$ cat src/rtl/pipe_stage_chain.sv
`default_nettype none
// ============================================================================
//  Module   : pipe_stage_chain
//  Purpose  : Elastic pipeline register chain. DEPTH stages of WIDTH-bit
//             payload, each with its own valid bit. Provides valid/ready
//             handshakes at both ends, bubble collapsing, a global stall,
//             a synchronous flush and a registered occupancy count.
//  Ports    : Clk        - rising-edge clock
//             Reset      - asynchronous, active-low reset
//             stall      - freeze all stages, mask both handshakes
//             flush      - clear all valid bits at the next edge
//             in_valid   - upstream beat present
//             in_data    - upstream payload
//             in_ready   - chain accepts a beat this cycle
//             out_valid  - beat present at the chain output
//             out_data   - payload of the last stage (always driven)
//             out_ready  - downstream accepts this cycle
//             count      - number of valid stages
//  Revision : 1.0 - initial release
// ============================================================================
module pipe_stage_chain #(
    parameter int WIDTH      = 32,
    parameter int DEPTH      = 2,
    parameter bit CLEAR_DATA = 1'b0
) (
    input  logic                       Clk,
    input  logic                       Reset,
    input  logic                       stall,
    input  logic                       flush,
    input  logic                       in_valid,
    input  logic [WIDTH-1:0]           in_data,
    output logic                       in_ready,
    output logic                       out_valid,
    output logic [WIDTH-1:0]           out_data,
    input  logic                       out_ready,
    output logic [$clog2(DEPTH+1)-1:0] count
);

    localparam int C_CW = $clog2(DEPTH + 1);

    logic [DEPTH-1:0] r_v;
    logic [WIDTH-1:0] r_d [DEPTH];
    logic [C_CW-1:0]  r_count;

    logic [DEPTH-1:0] w_rdy;
    logic [DEPTH-1:0] w_src_v;
    logic [WIDTH-1:0] w_src_d [DEPTH];
    logic             w_in_xfer;
    logic             w_out_xfer;
    logic [C_CW-1:0]  w_count_nxt;

    // Ready ripples from the output back to the input. An empty stage is
    // always ready, which is what lets upstream beats slide into bubbles
    // even while the downstream consumer is not accepting.
    always_comb begin
        logic l_rdy;
        l_rdy = out_ready;
        w_rdy = '0;
        for (int i = DEPTH - 1; i >= 0; i--) begin
            l_rdy    = !r_v[i] || l_rdy;
            w_rdy[i] = l_rdy;
        end
    end

    // Each stage loads from its upstream neighbour; stage 0 loads from the port.
    always_comb begin
        w_src_v[0] = in_valid;
        w_src_d[0] = in_data;
        for (int i = 1; i < DEPTH; i++) begin
            w_src_v[i] = r_v[i-1];
            w_src_d[i] = r_d[i-1];
        end
    end

    assign in_ready   = w_rdy[0] && !stall && !flush && Reset;
    assign out_valid  = r_v[DEPTH-1] && !stall && !flush;
    assign out_data   = r_d[DEPTH-1];
    assign count      = r_count;

    assign w_in_xfer   = in_valid && in_ready;
    assign w_out_xfer  = out_valid && out_ready;
    assign w_count_nxt = r_count + C_CW'(w_in_xfer) - C_CW'(w_out_xfer);

    always_ff @(posedge Clk or negedge Reset) begin
        if (!Reset) begin
            r_v     <= '0;
            r_count <= '0;
            for (int i = 0; i < DEPTH; i++) begin
                r_d[i] <= '0;
            end
        end else if (flush) begin
            // Flush has priority over stall.
            r_v     <= '0;
            r_count <= '0;
            if (CLEAR_DATA) begin
                for (int i = 0; i < DEPTH; i++) begin
                    r_d[i] <= '0;
                end
            end
        end else if (!stall) begin
            for (int i = 0; i < DEPTH; i++) begin
                if (w_rdy[i]) begin
                    r_v[i] <= w_src_v[i];
                    // Payload only moves with a valid beat so that an empty
                    // stage keeps its last contents.
                    if (w_src_v[i]) begin
                        r_d[i] <= w_src_d[i];
                    end
                end
            end
            r_count <= w_count_nxt;
        end
    end

endmodule
`default_nettype wire

$ cat config.mk
export PLATFORM = sky130hd
export DESIGN_NAME = pipe_stage_chain
export DESIGN_NICKNAME = d
export VERILOG_FILES = /design/src/rtl/pipe_stage_chain.sv
export SDC_FILE = /design/constraint.sdc
export NUM_CORES = 1
export LEC_CHECK = 0
export BUFFER_PORTS_ARGS = -buffer_cell sky130_fd_sc_hd__buf_2
export CORE_ASPECT_RATIO = 1.25
export CORE_UTILIZATION = 45
export DETAILED_ROUTE_END_ITERATION = 6
export PLACE_DENSITY = 0.69
export SLEW_MARGIN = 25
export SYNTH_ARGS = -nofsm -noshare
export SYNTH_HDL_FRONTEND = slang
export SYNTH_SLANG_ARGS = --single-unit
$ cat constraint.sdc
create_clock -name Clk -period 4.85 [get_ports Clk]
set_input_delay 0.2425 -clock Clk [delete_from_list [all_inputs] [get_ports Clk]]
set_output_delay 0.2425 -clock Clk [all_outputs]
set_load 0.005 [all_outputs]
Yosys cells after proc, flatten, opt, wreduce, memory -nomap -nowiden
Cells that the tools add are included.
{ "totals": {"reg_bits": 68, "in_bits": 38, "out_inout_bits": 36, "wordCells": 35} }
{ "classes": {"addsub": 2, "eq_ne": 1, "mux": 6, "bitwise": 2, "n_reduce_logical": 19} }
{ "op_table": {"columns": ["cell", "count"], "rows": [
  ["two-way mux 2 bit", 4],
  ["AND reduction 4 bit", 2],
  ["logical AND 1 bit", 7],
  ["logical NOT 1 bit", 4],
  ["AND reduction 2 bit", 2],
  ["nonzero test 2 bit", 2],
  ["adder 2 x 1 -> 2 bit", 1],
  ["logical OR 1 bit", 2],
  ["two-way mux 1 bit", 2],
  ["!= test 2 x 1 -> 1 bit, second input constant", 1],
  ["NOT 1 bit", 2],
  ["subtractor 2 x 1 -> 2 bit", 1]
]} }

Longest topological paths before layout
{ "depth": {"ltp_word": 11, "ltp_mapped": 8, "depth_no_buf": 8} }

Least setup slack after synthesis
OpenSTA, ideal clock, no wires.
{ "synth_path": {"kind": "reg-to-reg", "start": "register r_v[0]", "end": "register r_count[1] (netlist: count[1])", "setup_time_ns": 0.077, "arrival_ns": 1.697, "required_time_ns": 4.773, "path_slack_ns": 3.076, "stages_incl_launch_ff": 9, "path_buffers": 0, "cell_sequence": "dfrtp_1 nand3b_1 nand4_1 ha_1 inv_1 ha_1 xnor2_1 or3_1 a21oi_1"} }
{ "synth_between": {"elab_chain_len": 10} }
{ "synth_lines": {"columns": ["element", "line", "source"], "rows": [
  ["start: declaration", "41", "logic [DEPTH-1:0] r_v;"],
  ["start signal: indexed assignment", "103", "r_v[i] <= w_src_v[i];"],
  ["logical NOT 1 bit", "60", "l_rdy = !r_v[i] || l_rdy;"],
  ["logical OR 1 bit", "60", null],
  ["logical AND 1 bit (3 in a row)", "75", "assign in_ready = w_rdy[0] && !stall && !flush && Reset;"],
  ["logical AND 1 bit", "80", "assign w_in_xfer = in_valid && in_ready;"],
  ["adder 2 x 1 -> 2 bit", "82", "assign w_count_nxt = r_count + C_CW'(w_in_xfer) - C_CW'(w_out_xfer);"],
  ["subtractor 2 x 1 -> 2 bit", "82", null],
  ["two-way mux 2 bit", "100", "end else if (!stall) begin"],
  ["two-way mux 2 bit", "91", "end else if (flush) begin"],
  ["end signal: assignment", "111", "r_count <= w_count_nxt;"],
  ["end: declaration", "43", "logic [C_CW-1:0] r_count;"]
]} }
No other way between the ends. The select of a mux whose other input is x is not followed.
A chain may end at the register's enable or synchronous reset.

Worst setup path in the final report
Ends and elaborated chain as after synthesis.

==> summary.txt <==
Die
  • Starting Density: 47.3%
  • Num rows: 33
  • Die Ht: 95.5 um
  • CORE AREA: 6650 um^2
  • I/O pins: 74
  • Die W: 76.8 um
  • Die Footprint: 7330 um^2

Synthesis
  • Syn Nets: 235
  • Synth warn: 0
  • Synth Area in Simple Gates: 3.50%
  • Synthesized flop and latch total: 68
  • Sequential share of the synthesized area: 54.1%
  • Post-Syn Instances: between 150 and 200
  • Synth Area in XOR/XNOR: less than 1%
  • Area fraction in compound gates after synthesis: 0.954%
  • Distinct cells, synth: 22
  • Cell Area, Synth: 3150 um^2
  • Largest family of logic cells by synthesized area: multiplexers
  • Post-synthesis mux area share: 30.4%
  • Avg Cell Area, Syn: approximately 16 um^2
  • Post-synthesis adder-cell area fraction: 0.795%

STA
  • Hold_ws: -0.00262 ns
  • Least-Margin Pin Slew: 0.856 ns
  • Slew headroom: a little over two fifths
  • Final setup viols: 0
  • Unrepaired setup endpoints after global routing: no
  • Slew Viols, Final: 0
  • Period Utilization, post-route: between 40% and 50%
  • Post-layout min period: 1.96 ns
  • Fmax: 511 MHz
  • Sum of negative setup slack: 0 ns
  • Final hold viol count: 1
  • Skew final: ~0.0091 ns

Clocking
  • Post-CTS setup buffers: 0
  • CTS clk-pin slew, worst paths: 0.08 ns
  • Clock Path Buffers: 2
  • CTS tree: yes
  • H-tree Lvls: 3
  • Hold buffers post-CTS: 0
  • Clock sink total: 68
  • CTS resizes: 0
  • CTS Buf Count: 9
  • Root buffer cell: clkbuf_8
  • Clk Latency, worst-skew pair: 0.34 ns

Setup path
  • Critical Path Start: r_v[0]
  • Startpoint types: flip-flop
  • R2R Setup Slk: roughly 2.9 ns
  • FF-to-FF Start: r_v[0]
  • Worst EP required: around 5.1 ns
  • Worst-path fanout max: 4
  • Crit. End Element: flip-flop
  • Crit path DAT: 2.22 ns
  • CP Class: reg2reg

Finish
  • Area delta synth->final: 12.4%
  • Proportion of layout cells with a drive suffix above 1: around 63%
  • N_diodes: 0
  • Layout Nets: around 280
  • Fin cells: 333

Global routing
  • First-pass GRT wire length: 8290 um
  • GR Util All Layers: 15.2%
  • Initial antenna violation count: 0
  • GRT overflow: 0
  • Largest net degree at the start of global routing: 71
  • Vias in the first global route: approximately 1,700

Status
  • Violated checks: negative hold slack
  • Status: finished, violations left

Placement
  • Port Buf Inserts: 73
  • Placed Cells incl. Taps: 317
  • Placer Congestion: around 0.76
  • Hpwl dp: 3160 um

Power and ir drop
  • Pwr Total: 1.69 mW
  • Leakage power: 1.93 nW
  • Worst ir drop on vdd: 0.193 mV
  • Pwr/cell area: between 400 and 500 nW/um^2

Detailed routing
  • First drt pass iteration count: 4
  • Post-Route WL: a little under 5000 um
  • Routed Antenna Nets: 0
  • Vias per std cell: 4.71
  • DRC Markers: 0
  • Vias: 1,569
  • Drt initial violations: 56
  • WL/cell: 14.7 um

Hold path
  • Min-Delay Path Class: in2async

Job
  • Total of max-cap violations: 0
-- cell usage in the layout (no fill, tap or decap), drive strengths merged --
master	Yosys	final
clkinv	0	3
nor2b	1	1
and3	2	2
dfrtp	68	68
mux2i	1	1
buf	38	73
bufinv	0	2
and2	1	1
mux2	64	64
or3	1	1
xnor2	1	1
nand2b	2	2
ha	2	2
clkbuf	0	9
clkinvlp	0	1
a21oi	3	3
nand3b	2	2
nor2	2	2
nand4	1	1
nand3	1	1
inv	2	3
o21ai	3	3
-- layout make-up --
cell class	count	area (um^2)
Sequential cell	68	1700
Timing Repair Buffer	73	368
Multi-Input combinational cell	87	1130
Clock buffer	9	124
Inverter	2	7.51
Tap cell	87	109
Clock inverter	7	98.8
Fill cell	570	3110
-- Yosys cell counts --
library cell	count	area, um^2
dfrtp_1	68	1700
mux2_4	60	901
buf_4	32	240
buf_6	6	67.6
mux2_2	4	45.0
a21oi_1	3	15.0
o21ai_0	3	15.0
and3_1	2	12.5
ha_1	2	25.0
inv_1	2	7.51
nand2b_1	2	12.5
and2_1	1	6.26
mux2i_1	1	10.0
nand3_4	1	17.5
nand3b_1	1	7.51
nand3b_4	1	20.0
nand4_1	1	6.26
nor2_1	1	3.75
nor2_4	1	11.3
nor2b_1	1	6.26
or3_1	1	6.26
xnor2_1	1	8.76
-- power breakdown --
part / switching [mW] / internal [mW]
Combinational: 0.110 / 0.269
Clock: 0.220 / 0.292
Sequential: 0.0849 / 0.717
Total: 0.415 / 1.28
-- worst paths after layout --
| path | end | depth (start not counted) |
|---|---|---|
| max | count[1] | 8 |
| min | out_data[2] | 1 |
| max reg2reg | count[1] | 8 |
| min reg2reg | out_data[1] | 1 |
| max in group asynchronous | r_d[43] | 1 |
| min in group Clk | r_d[40] | 2 |
-- cell families (layout without fill, tap and decap cells) --
kind of cell / Yosys count / after routing
AOI/OAI and AO/OA: 6 / 6
xor gates and xnor gates: 1 / 1
adders and majority gates: 2 / 2
buffers and inverters: 40 / 91
DFF: 68 / 68
muxes: 65 / 65
and+or+nand+nor: 13 / 13
-- layer usage --
metal | part of all wire [%] | up-vias | track usage (%) | wire, um
li1 | - | 730 | - | -
met1 | 47 | 789 | 20.0 | 2310
met5 | 0 | - | 0 | 0
met4 | 2.4 | 0 | 9.62 | 120
met3 | 4.0 | 9 | 3.44 | 194
met2 | 46 | 41 | 22.7 | 2270
-- flip-flops by register name, summed over array words and instances (netlist names) --
name and cells:
out_data 32, count 2, r_d 32, r_v 2
-- through the flow --
stage | hold WS, ns | instance area (um^2) | worst slack (ns) | util [%]
2_1_floorplan | -0.0531 | 3150 | 3.08 | -
3_3_place_gp | 0.410 | 3320 | 2.53 | 49.9
3_5_place_dp | 0.409 | 3320 | 2.47 | 49.9
4_1_cts | 0.0398 | 3540 | 2.81 | 53.2
5_1_grt | 0.0837 | 3540 | 2.57 | 53.2
6_report | -0.00262 | 3540 | 2.89 | 53.2
-- critical path, stage by stage (launching register included) --
cell and delay, ns:
dfrtp_1 0.44, nand3b_1 0.19, nand4_1 0.12, ha_1 0.33
inv_1 0.04, ha_1 0.19, xnor2_1 0.13, or3_1 0.30
a21oi_1 0.14
(Power assumes the default switching activity.)
